==> src/rtl/mips_isa_pkg.sv <==
// Shared MIPS-subset ISA constants: mnemonic select codes, opcodes, functs,
// loader FSM states and word-packing helpers used by the encoder and decoder.
package mips_isa_pkg;

  typedef enum logic [4:0] {
    MN_SLL  = 5'd0,  MN_JR   = 5'd1,  MN_MFLO = 5'd2,  MN_MULT = 5'd3,
    MN_ADD  = 5'd4,  MN_OR   = 5'd5,  MN_SLT  = 5'd6,  MN_J    = 5'd7,
    MN_JAL  = 5'd8,  MN_BEQ  = 5'd9,  MN_BNE  = 5'd10, MN_URXF = 5'd11,
    MN_UTXF = 5'd12, MN_ADDI = 5'd13, MN_SLTI = 5'd14, MN_ANDI = 5'd15,
    MN_ORI  = 5'd16, MN_LUI  = 5'd17, MN_LW   = 5'd18, MN_SW   = 5'd19
  } mnemonic_e;

  localparam logic [5:0] OP_RTYPE = 6'h00;
  localparam logic [5:0] OP_J     = 6'h02;
  localparam logic [5:0] OP_JAL   = 6'h03;
  localparam logic [5:0] OP_BEQ   = 6'h04;
  localparam logic [5:0] OP_BNE   = 6'h05;
  localparam logic [5:0] OP_URXF  = 6'h06;
  localparam logic [5:0] OP_UTXF  = 6'h07;
  localparam logic [5:0] OP_ADDI  = 6'h08;
  localparam logic [5:0] OP_SLTI  = 6'h0A;
  localparam logic [5:0] OP_ANDI  = 6'h0C;
  localparam logic [5:0] OP_ORI   = 6'h0D;
  localparam logic [5:0] OP_LUI   = 6'h0F;
  localparam logic [5:0] OP_LW    = 6'h23;
  localparam logic [5:0] OP_SW    = 6'h2B;

  localparam logic [5:0] FN_SLL  = 6'h00;
  localparam logic [5:0] FN_JR   = 6'h08;
  localparam logic [5:0] FN_MFLO = 6'h12;
  localparam logic [5:0] FN_MULT = 6'h18;
  localparam logic [5:0] FN_ADD  = 6'h20;
  localparam logic [5:0] FN_OR   = 6'h25;
  localparam logic [5:0] FN_SLT  = 6'h2A;

  typedef enum logic [1:0] {
    ST_IDLE  = 2'd0,
    ST_WRITE = 2'd1,
    ST_DONE  = 2'd2
  } state_e;

  function automatic logic [31:0] r_word(logic [4:0] rs, logic [4:0] rt,
                                         logic [4:0] rd, logic [4:0] sh,
                                         logic [5:0] fn);
    return {OP_RTYPE, rs, rt, rd, sh, fn};
  endfunction

  function automatic logic [31:0] i_word(logic [5:0] op, logic [4:0] rs,
                                         logic [4:0] rt, logic [15:0] imm);
    return {op, rs, rt, imm};
  endfunction

  function automatic logic [31:0] j_word(logic [5:0] op, logic [25:0] tgt);
    return {op, tgt};
  endfunction

endpackage

==> src/rtl/instr_encoder_loader_if.sv <==
// Request/write-port bundle between an instruction source and the loader.
interface instr_encoder_loader_if #(parameter int ADDR_WIDTH = 8);
  logic                  in_valid;
  logic                  in_ready;
  logic [4:0]            mnemonic;
  logic [4:0]            rs;
  logic [4:0]            rt;
  logic [4:0]            rd;
  logic [4:0]            shamt;
  logic [15:0]           imm;
  logic [25:0]           target;
  logic                  last;
  logic                  restart;
  logic                  im_we;
  logic [ADDR_WIDTH-1:0] im_addr;
  logic [31:0]           im_wdata;
  logic                  done;
  logic                  err_illegal;
  logic                  err_full;

  modport master (
    output in_valid, mnemonic, rs, rt, rd, shamt, imm, target, last, restart,
    input  in_ready, im_we, im_addr, im_wdata, done, err_illegal, err_full
  );

  modport slave (
    input  in_valid, mnemonic, rs, rt, rd, shamt, imm, target, last, restart,
    output in_ready, im_we, im_addr, im_wdata, done, err_illegal, err_full
  );
endinterface

==> src/rtl/mips_field_encoder.sv <==
// Combinational packer: mnemonic + operand fields -> 32-bit MIPS word.
// Fields a format does not use are forced to zero; codes 20-31 flag illegal.
module mips_field_encoder
  import mips_isa_pkg::*;
(
  input  logic [4:0]  mnemonic_i,
  input  logic [4:0]  rs_i,
  input  logic [4:0]  rt_i,
  input  logic [4:0]  rd_i,
  input  logic [4:0]  shamt_i,
  input  logic [15:0] imm_i,
  input  logic [25:0] target_i,
  output logic [31:0] word_o,
  output logic        illegal_o
);

  always_comb begin
    word_o    = '0;
    illegal_o = 1'b0;
    case (mnemonic_i)
      MN_SLL:  word_o = r_word(5'd0, rt_i, rd_i, shamt_i, FN_SLL);
      MN_JR:   word_o = r_word(rs_i, 5'd0, 5'd0, 5'd0, FN_JR);
      MN_MFLO: word_o = r_word(5'd0, 5'd0, rd_i, 5'd0, FN_MFLO);
      MN_MULT: word_o = r_word(rs_i, rt_i, 5'd0, 5'd0, FN_MULT);
      MN_ADD:  word_o = r_word(rs_i, rt_i, rd_i, 5'd0, FN_ADD);
      MN_OR:   word_o = r_word(rs_i, rt_i, rd_i, 5'd0, FN_OR);
      MN_SLT:  word_o = r_word(rs_i, rt_i, rd_i, 5'd0, FN_SLT);
      MN_J:    word_o = j_word(OP_J, target_i);
      MN_JAL:  word_o = j_word(OP_JAL, target_i);
      MN_BEQ:  word_o = i_word(OP_BEQ, rs_i, rt_i, imm_i);
      MN_BNE:  word_o = i_word(OP_BNE, rs_i, rt_i, imm_i);
      MN_URXF: word_o = i_word(OP_URXF, rs_i, rt_i, imm_i);
      MN_UTXF: word_o = i_word(OP_UTXF, rs_i, rt_i, imm_i);
      MN_ADDI: word_o = i_word(OP_ADDI, rs_i, rt_i, imm_i);
      MN_SLTI: word_o = i_word(OP_SLTI, rs_i, rt_i, imm_i);
      MN_ANDI: word_o = i_word(OP_ANDI, rs_i, rt_i, imm_i);
      MN_ORI:  word_o = i_word(OP_ORI, rs_i, rt_i, imm_i);
      // lui has no source register
      MN_LUI:  word_o = i_word(OP_LUI, 5'd0, rt_i, imm_i);
      MN_LW:   word_o = i_word(OP_LW, rs_i, rt_i, imm_i);
      MN_SW:   word_o = i_word(OP_SW, rs_i, rt_i, imm_i);
      default: illegal_o = 1'b1;
    endcase
  end

endmodule

==> src/rtl/instr_encoder_loader.sv <==
// Accepts instruction requests, encodes them and writes them sequentially into
// instruction memory; two cycles per instruction, stops at last or when full.
module instr_encoder_loader
  import mips_isa_pkg::*;
#(
  parameter int ADDR_WIDTH = 8
) (
  input  logic                   clk,
  input  logic                   reset,
  instr_encoder_loader_if.slave  bus
);

  localparam logic [ADDR_WIDTH-1:0] ADDR_MAX = '1;

  state_e                state_q;
  logic [ADDR_WIDTH-1:0] addr_q, addr_d;
  logic [31:0]           word_q;
  logic                  last_q;
  logic                  we_q, rdy_q, done_q;
  logic                  err_ill_q, err_full_q;

  logic [31:0] enc_word;
  logic        enc_illegal;
  logic        accept;

  mips_field_encoder u_enc (
    .mnemonic_i (bus.mnemonic),
    .rs_i       (bus.rs),
    .rt_i       (bus.rt),
    .rd_i       (bus.rd),
    .shamt_i    (bus.shamt),
    .imm_i      (bus.imm),
    .target_i   (bus.target),
    .word_o     (enc_word),
    .illegal_o  (enc_illegal)
  );

  assign accept = bus.in_valid & rdy_q;
  // Saturate at the top word so a full memory never wraps onto address 0.
  assign addr_d = (addr_q == ADDR_MAX) ? addr_q : addr_q + 1'b1;

  always_ff @(posedge clk or posedge reset) begin
    if (reset) begin
      state_q    <= ST_IDLE;
      addr_q     <= '0;
      word_q     <= '0;
      last_q     <= 1'b0;
      we_q       <= 1'b0;
      rdy_q      <= 1'b1;
      done_q     <= 1'b0;
      err_ill_q  <= 1'b0;
      err_full_q <= 1'b0;
    end else begin
      case (state_q)
        ST_IDLE: begin
          if (accept) begin
            if (enc_illegal) begin
              err_ill_q <= 1'b1;
              if (bus.last) begin
                state_q <= ST_DONE;
                rdy_q   <= 1'b0;
                done_q  <= 1'b1;
              end
            end else begin
              word_q  <= enc_word;
              last_q  <= bus.last;
              state_q <= ST_WRITE;
              rdy_q   <= 1'b0;
              we_q    <= 1'b1;
            end
          end
        end
        ST_WRITE: begin
          we_q   <= 1'b0;
          addr_q <= addr_d;
          if (last_q) begin
            state_q <= ST_DONE;
            done_q  <= 1'b1;
          end else if (addr_q == ADDR_MAX) begin
            err_full_q <= 1'b1;
            state_q    <= ST_DONE;
            done_q     <= 1'b1;
          end else begin
            state_q <= ST_IDLE;
            rdy_q   <= 1'b1;
          end
        end
        ST_DONE: begin
          if (bus.restart) begin
            addr_q     <= '0;
            err_ill_q  <= 1'b0;
            err_full_q <= 1'b0;
            state_q    <= ST_IDLE;
            rdy_q      <= 1'b1;
            done_q     <= 1'b0;
          end
        end
        default: begin
          state_q <= ST_IDLE;
          rdy_q   <= 1'b1;
          we_q    <= 1'b0;
          done_q  <= 1'b0;
        end
      endcase
    end
  end

  assign bus.in_ready    = rdy_q;
  assign bus.im_we       = we_q;
  assign bus.im_addr     = addr_q;
  assign bus.im_wdata    = word_q;
  assign bus.done        = done_q;
  assign bus.err_illegal = err_ill_q;
  assign bus.err_full    = err_full_q;

endmodule
==> src/flat_wrapper.sv <==
// flat-port wrapper written by rule: the top's interface ports become plain ports
module instr_encoder_loader_flat import mips_isa_pkg::*;
#(
  parameter int ADDR_WIDTH = 8
)
  (clk, reset, bus_in_valid, bus_mnemonic, bus_rs, bus_rt, bus_rd, bus_shamt, bus_imm, bus_target, bus_last, bus_restart, bus_in_ready, bus_im_we, bus_im_addr, bus_im_wdata, bus_done, bus_err_illegal, bus_err_full);
  instr_encoder_loader_if #(.ADDR_WIDTH(ADDR_WIDTH)) bus_i ();
  input  logic clk;
  input  logic reset;
  input wire logic [$bits(bus_i.in_valid)-1:0] bus_in_valid;
  input wire logic [$bits(bus_i.mnemonic)-1:0] bus_mnemonic;
  input wire logic [$bits(bus_i.rs)-1:0] bus_rs;
  input wire logic [$bits(bus_i.rt)-1:0] bus_rt;
  input wire logic [$bits(bus_i.rd)-1:0] bus_rd;
  input wire logic [$bits(bus_i.shamt)-1:0] bus_shamt;
  input wire logic [$bits(bus_i.imm)-1:0] bus_imm;
  input wire logic [$bits(bus_i.target)-1:0] bus_target;
  input wire logic [$bits(bus_i.last)-1:0] bus_last;
  input wire logic [$bits(bus_i.restart)-1:0] bus_restart;
  output wire logic [$bits(bus_i.in_ready)-1:0] bus_in_ready;
  output wire logic [$bits(bus_i.im_we)-1:0] bus_im_we;
  output wire logic [$bits(bus_i.im_addr)-1:0] bus_im_addr;
  output wire logic [$bits(bus_i.im_wdata)-1:0] bus_im_wdata;
  output wire logic [$bits(bus_i.done)-1:0] bus_done;
  output wire logic [$bits(bus_i.err_illegal)-1:0] bus_err_illegal;
  output wire logic [$bits(bus_i.err_full)-1:0] bus_err_full;
  assign bus_i.in_valid = bus_in_valid;
  assign bus_i.mnemonic = bus_mnemonic;
  assign bus_i.rs = bus_rs;
  assign bus_i.rt = bus_rt;
  assign bus_i.rd = bus_rd;
  assign bus_i.shamt = bus_shamt;
  assign bus_i.imm = bus_imm;
  assign bus_i.target = bus_target;
  assign bus_i.last = bus_last;
  assign bus_i.restart = bus_restart;
  assign bus_in_ready = bus_i.in_ready;
  assign bus_im_we = bus_i.im_we;
  assign bus_im_addr = bus_i.im_addr;
  assign bus_im_wdata = bus_i.im_wdata;
  assign bus_done = bus_i.done;
  assign bus_err_illegal = bus_i.err_illegal;
  assign bus_err_full = bus_i.err_full;
  instr_encoder_loader #(.ADDR_WIDTH(ADDR_WIDTH)) u_core (.clk(clk), .reset(reset), .bus(bus_i));
endmodule
==> config.mk <==
export PLATFORM = sky130hd
export DESIGN_NAME = instr_encoder_loader_flat
export DESIGN_NICKNAME = d
export VERILOG_FILES = /design/src/rtl/mips_isa_pkg.sv /design/src/rtl/instr_encoder_loader_if.sv /design/src/rtl/mips_field_encoder.sv /design/src/rtl/instr_encoder_loader.sv /design/src/flat_wrapper.sv
export SDC_FILE = /design/constraint.sdc
export NUM_CORES = 1
export LEC_CHECK = 0
export CAP_MARGIN = 20
export CORE_ASPECT_RATIO = 0.6
export CORE_MARGIN = 8
export CORE_UTILIZATION = 30
export CTS_CLUSTER_DIAMETER = 120
export DETAILED_ROUTE_END_ITERATION = 16
export GPL_TIMING_DRIVEN = 0
export SLEW_MARGIN = 10
export SYNTH_ARGS = -nofsm -noshare
export SYNTH_HDL_FRONTEND = slang
export SYNTH_SLANG_ARGS = --single-unit
==> constraint.sdc <==
create_clock -name clk -period 2.4 [get_ports clk]
set_clock_uncertainty 0.1 [all_clocks]
set_input_delay 0.24 -clock clk [delete_from_list [all_inputs] [get_ports clk]]
set_output_delay 0.24 -clock clk [all_outputs]
set_load 0.01 [all_outputs]
==> flow_metrics.py <==
metrics = {
    "setup_path": {
        "worstReg2RegStart": "u_core.bus.in_ready$_DFFE_PP1P_",
        "reg2reg_depth": 7,
        "worstSetupPathType": "in2reg",
        "critPathRequiredTime_ns": 2.50,
        "slowest_delay_ns": 0.41,
        "cp_cell_sequence": "clkdlybuf4s50_1 -> buf_2 -> o21ai_1 -> nand2_1 -> inv_1 -> buf_4 -> buf_2 -> nand3_1 -> o211ai_1",
        "cp-end-kind": "register",
        "cpLargestDelayFamily": "buffers and inverters",
        "startpoint_type": "primary input",
        "path_max_fanout": 19,
        "crit_top_cell": "buf_2",
        "regToRegEndpoint": "u_core.bus.im_wdata[17]$_DFFE_PP0P_",
        "reg2reg_setup_slack_ns": 0.27,
        "arrival_ns": 2.25,
        "cp.buffers_inverters": 5,
        "cpMaxStageDelayCell": "clkdlybuf4s50_1",
    },
    "status": {
        "outcome": "complete, no violations",
    },
    "clock_tree": {
        "cts_max_level": 2,
        "cts_buffers": 5,
        "cts_buffer_depth": 2,
        "numClockSinks": 47,
        "cts_setup_buffers": 0,
        "hold_buffers": 0,
        "insertion_delay_ns": 0.29,
        "cts_resized": 0,
        "cts-root-buf": "clkbuf_16",
        "cts_tree": "done",
        "clk_pin_slew_ns": 0.07,
    },
    "detailed_routing": {
        "finalWirelength_um": 9450,
        "vias": 2731,
        "drc_errors": 0,
        "viasPerCell": 5.19,
        "post_drt_wl_per_cell_um": 18.0,
        "dr.first_iter.drc_count": 206,
        "first_pass_iters": 7,
        "antenna_left": 0,
    },
    "pwr": {
        "p_leak_nw": 1.69,
        "swShare_pct": 33.4,
        "p_int_mw": 2.69,
        "total_power_mw": 4.04,
        "seq_power_share_pct": 34.9,
        "vdd_drop_max_uv": 398,
        "pwr-share-clk_pct": 20.1,
        "p_switching_mw": 1.35,
        "power.density_mw_per_mm2": 981,
        "p_comb_share_pct": 45.0,
    },
    "yosys": {
        "synth_top_family_by_area": "compound AO/OA/AOI/OAI gates",
        "synth_edf_count": 0,
        "synthTopCellsByCount": "dfrtp_1, a21oi_1, nor2_1",
        "synth_top_area_cell": "dfrtp_1",
        "synth_xor_area_share_pct": 1.33,
        "synthSimpleGateAreaFrac_pct": 20.8,
        "syn_inst": 291,
        "yosys-top-cells-area": "dfrtp_1, a21oi_1, nor2_1, nand2_1, o21ai_0",
        "ys_ff_latch": 47,
        "synthMostInstantiatedCell": "dfrtp_1",
        "seq_area_frac_synth_pct": 44.5,
        "synthAdderAreaFrac_pct": 0.473,
        "synth_compound_area_share_pct": 25.3,
        "synth_nets": 364,
        "avgSynthCellArea_sq_um": 9.09,
        "synth_top_area_share_pct": 43.5,
        "ys_async_sr_fraction_pct": 100,
        "synth_area_sq_mm": 0.00264,
        "yosys_warnings": 0,
        "synthMuxAreaShare_pct": 0.805,
        "ys_types": 58,
        "yosys_most_used_dff": "dfrtp_1",
    },
    "floorplan": {
        "die_area_sq_mm": 0.0122,
        "ioPinCount": 117,
        "chipWidth_um": 137,
        "rows": 26,
        "core_area_sq_mm": 0.00852,
        "die_y_um": 88.7,
        "initial_core_util_pct": 31.0,
    },
    "finish": {
        "finalNonFillerCells": 526,
        "syn2layout_area_growth_pct": 55.8,
        "fin_area_sq_mm": 0.00412,
        "nFillCells": 809,
        "utilization_pct": 48.3,
        "num_antenna_cells": 0,
        "multi_input_area_sq_mm": 0.00129,
        "layout-drive-gt1-share_pct": 9.42,
        "regArea_sq_mm": 0.00118,
        "final_nets": 486,
    },
    "timing": {
        "finalSetupViolations": 0,
        "tightest_slew_ns": 0.576,
        "setup_ws_ns": 0.244,
        "hold_viol_final": 0,
        "fmax_ghz": 0.464,
        "relSlewSlack_pct": 61.5,
        "rsz0062_at_grt": "false",
        "fin_crit_ns": 2.16,
        "slew_viol_final": 0,
        "fin_crit_sh_pct": 89.8,
    },
    "grt": {
        "grt_start_max_net_pins": 26,
        "grt_pass1_vias": 2704,
        "antenna_found_initial": 0,
        "overflow": 0,
        "grt_pass1_wl_um": 14800,
        "gr-usage-all-layers_pct": 15.4,
    },
    "hold_path": {
        "hold_class": "in2async",
    },
    "placement": {
        "place_ws_ns": -0.225,
        "gp_congestion": 0.864,
        "hpwl_um": 7400,
        "port_buffers": 114,
        "place_area_sq_mm": 0.00395,
        "dp.cells": 518,
    },
    "flow_run": {
        "cap_violations": 0,
    },
}
-- worst max-delay path by stage --
stage	start	cells past startpoint	endpoint
after floorplan	u_core.bus.in_ready$_DFFE_PP1P_	7	u_core.bus.im_wdata[11]$_DFFE_PP0P_
after global placement	bus_mnemonic[3]	6	u_core.bus.im_wdata[9]$_DFFE_PP0P_
after detailed placement	bus_mnemonic[3]	6	u_core.bus.im_wdata[9]$_DFFE_PP0P_
after CTS	bus_mnemonic[3]	6	u_core.bus.im_wdata[9]$_DFFE_PP0P_
after global routing	bus_mnemonic[2]	9	u_core.bus.im_wdata[29]$_DFFE_PP0P_
final	bus_mnemonic[2]	9	u_core.bus.im_wdata[17]$_DFFE_PP0P_
-- cell usage in the layout, fill, tap and decap left out, drive strengths merged, types with 11 or more instances in the layout --
cell type        n
a21oi           30
clkbuf          11
o21ai           17
clkdlybuf4s50  114
buf             18
dfrtp           46
inv             12
nor2            27
nand2           25
-- stage by stage --
| step | setup TNS (ns) | hold slack [ns] |
|---|---|---|
| 6_report | 0 | 0.241 |
| 5_1_grt | 0 | 0.329 |
| 4_1_cts | 0 | 0.266 |
| 3_5_place_dp | -1.42 | 0.378 |
| 3_3_place_gp | -7.90 | 0.371 |
| 2_1_floorplan | 0 | 0.245 |
-- kinds of logic (layout without fill, tap and decap cells) --
group,count (synthesis),after routing
adders and majority gates,1,1
AOI/OAI and AO/OA,97,97
and+or+nand+nor,105,105
other,1,1
xor gates and xnor gates,4,4
buffers and inverters,34,157
muxes,2,2
DFF,47,47
-- power groups by stage --
stage          Sequential (mW)  Clock, mW  Combinational, mW
4_1_cts                   1.41      0.839               1.85
6_report                  1.41      0.814               1.82
3_5_place_dp              1.43          0               1.84
2_1_floorplan             1.55          0              0.650
3_3_place_gp              1.41          0               1.82
5_1_grt                   1.47      0.862               1.99
-- sequential cells by signal, indices dropped and copies added (netlist names) --
signal,flops
u_core.last_q,1
u_core.bus.err_illegal,1
u_core.state_q,2
u_core.bus.err_full,1
u_core.bus.done,1
u_core.bus.in_ready,1
u_core.bus.im_we,1
u_core.bus.im_wdata,31
u_core.bus.im_addr,8
-- routing by layer --
layer / vias to the layer above / part of all wire (%) / GRT usage, %
met4: 0 / 0.62 / 2.65
li1: 1305 / - / -
met1: 1304 / 49 / 21.7
met5: - / 0 / 0
met3: 5 / 9.0 / 3.85
met2: 117 / 41 / 23.5
-- cell type report --
type,instances,share of cell area (%)
buffer,21,3.04
tap,112,3.40
inverter,12,1.09
timing repair buffer,116,28.3
clock buffer,6,3.37
clock inverter,2,0.850
sequential,47,28.6
multi-input combinational,210,31.4
Note: power is estimated with default switching activity, not from simulation.
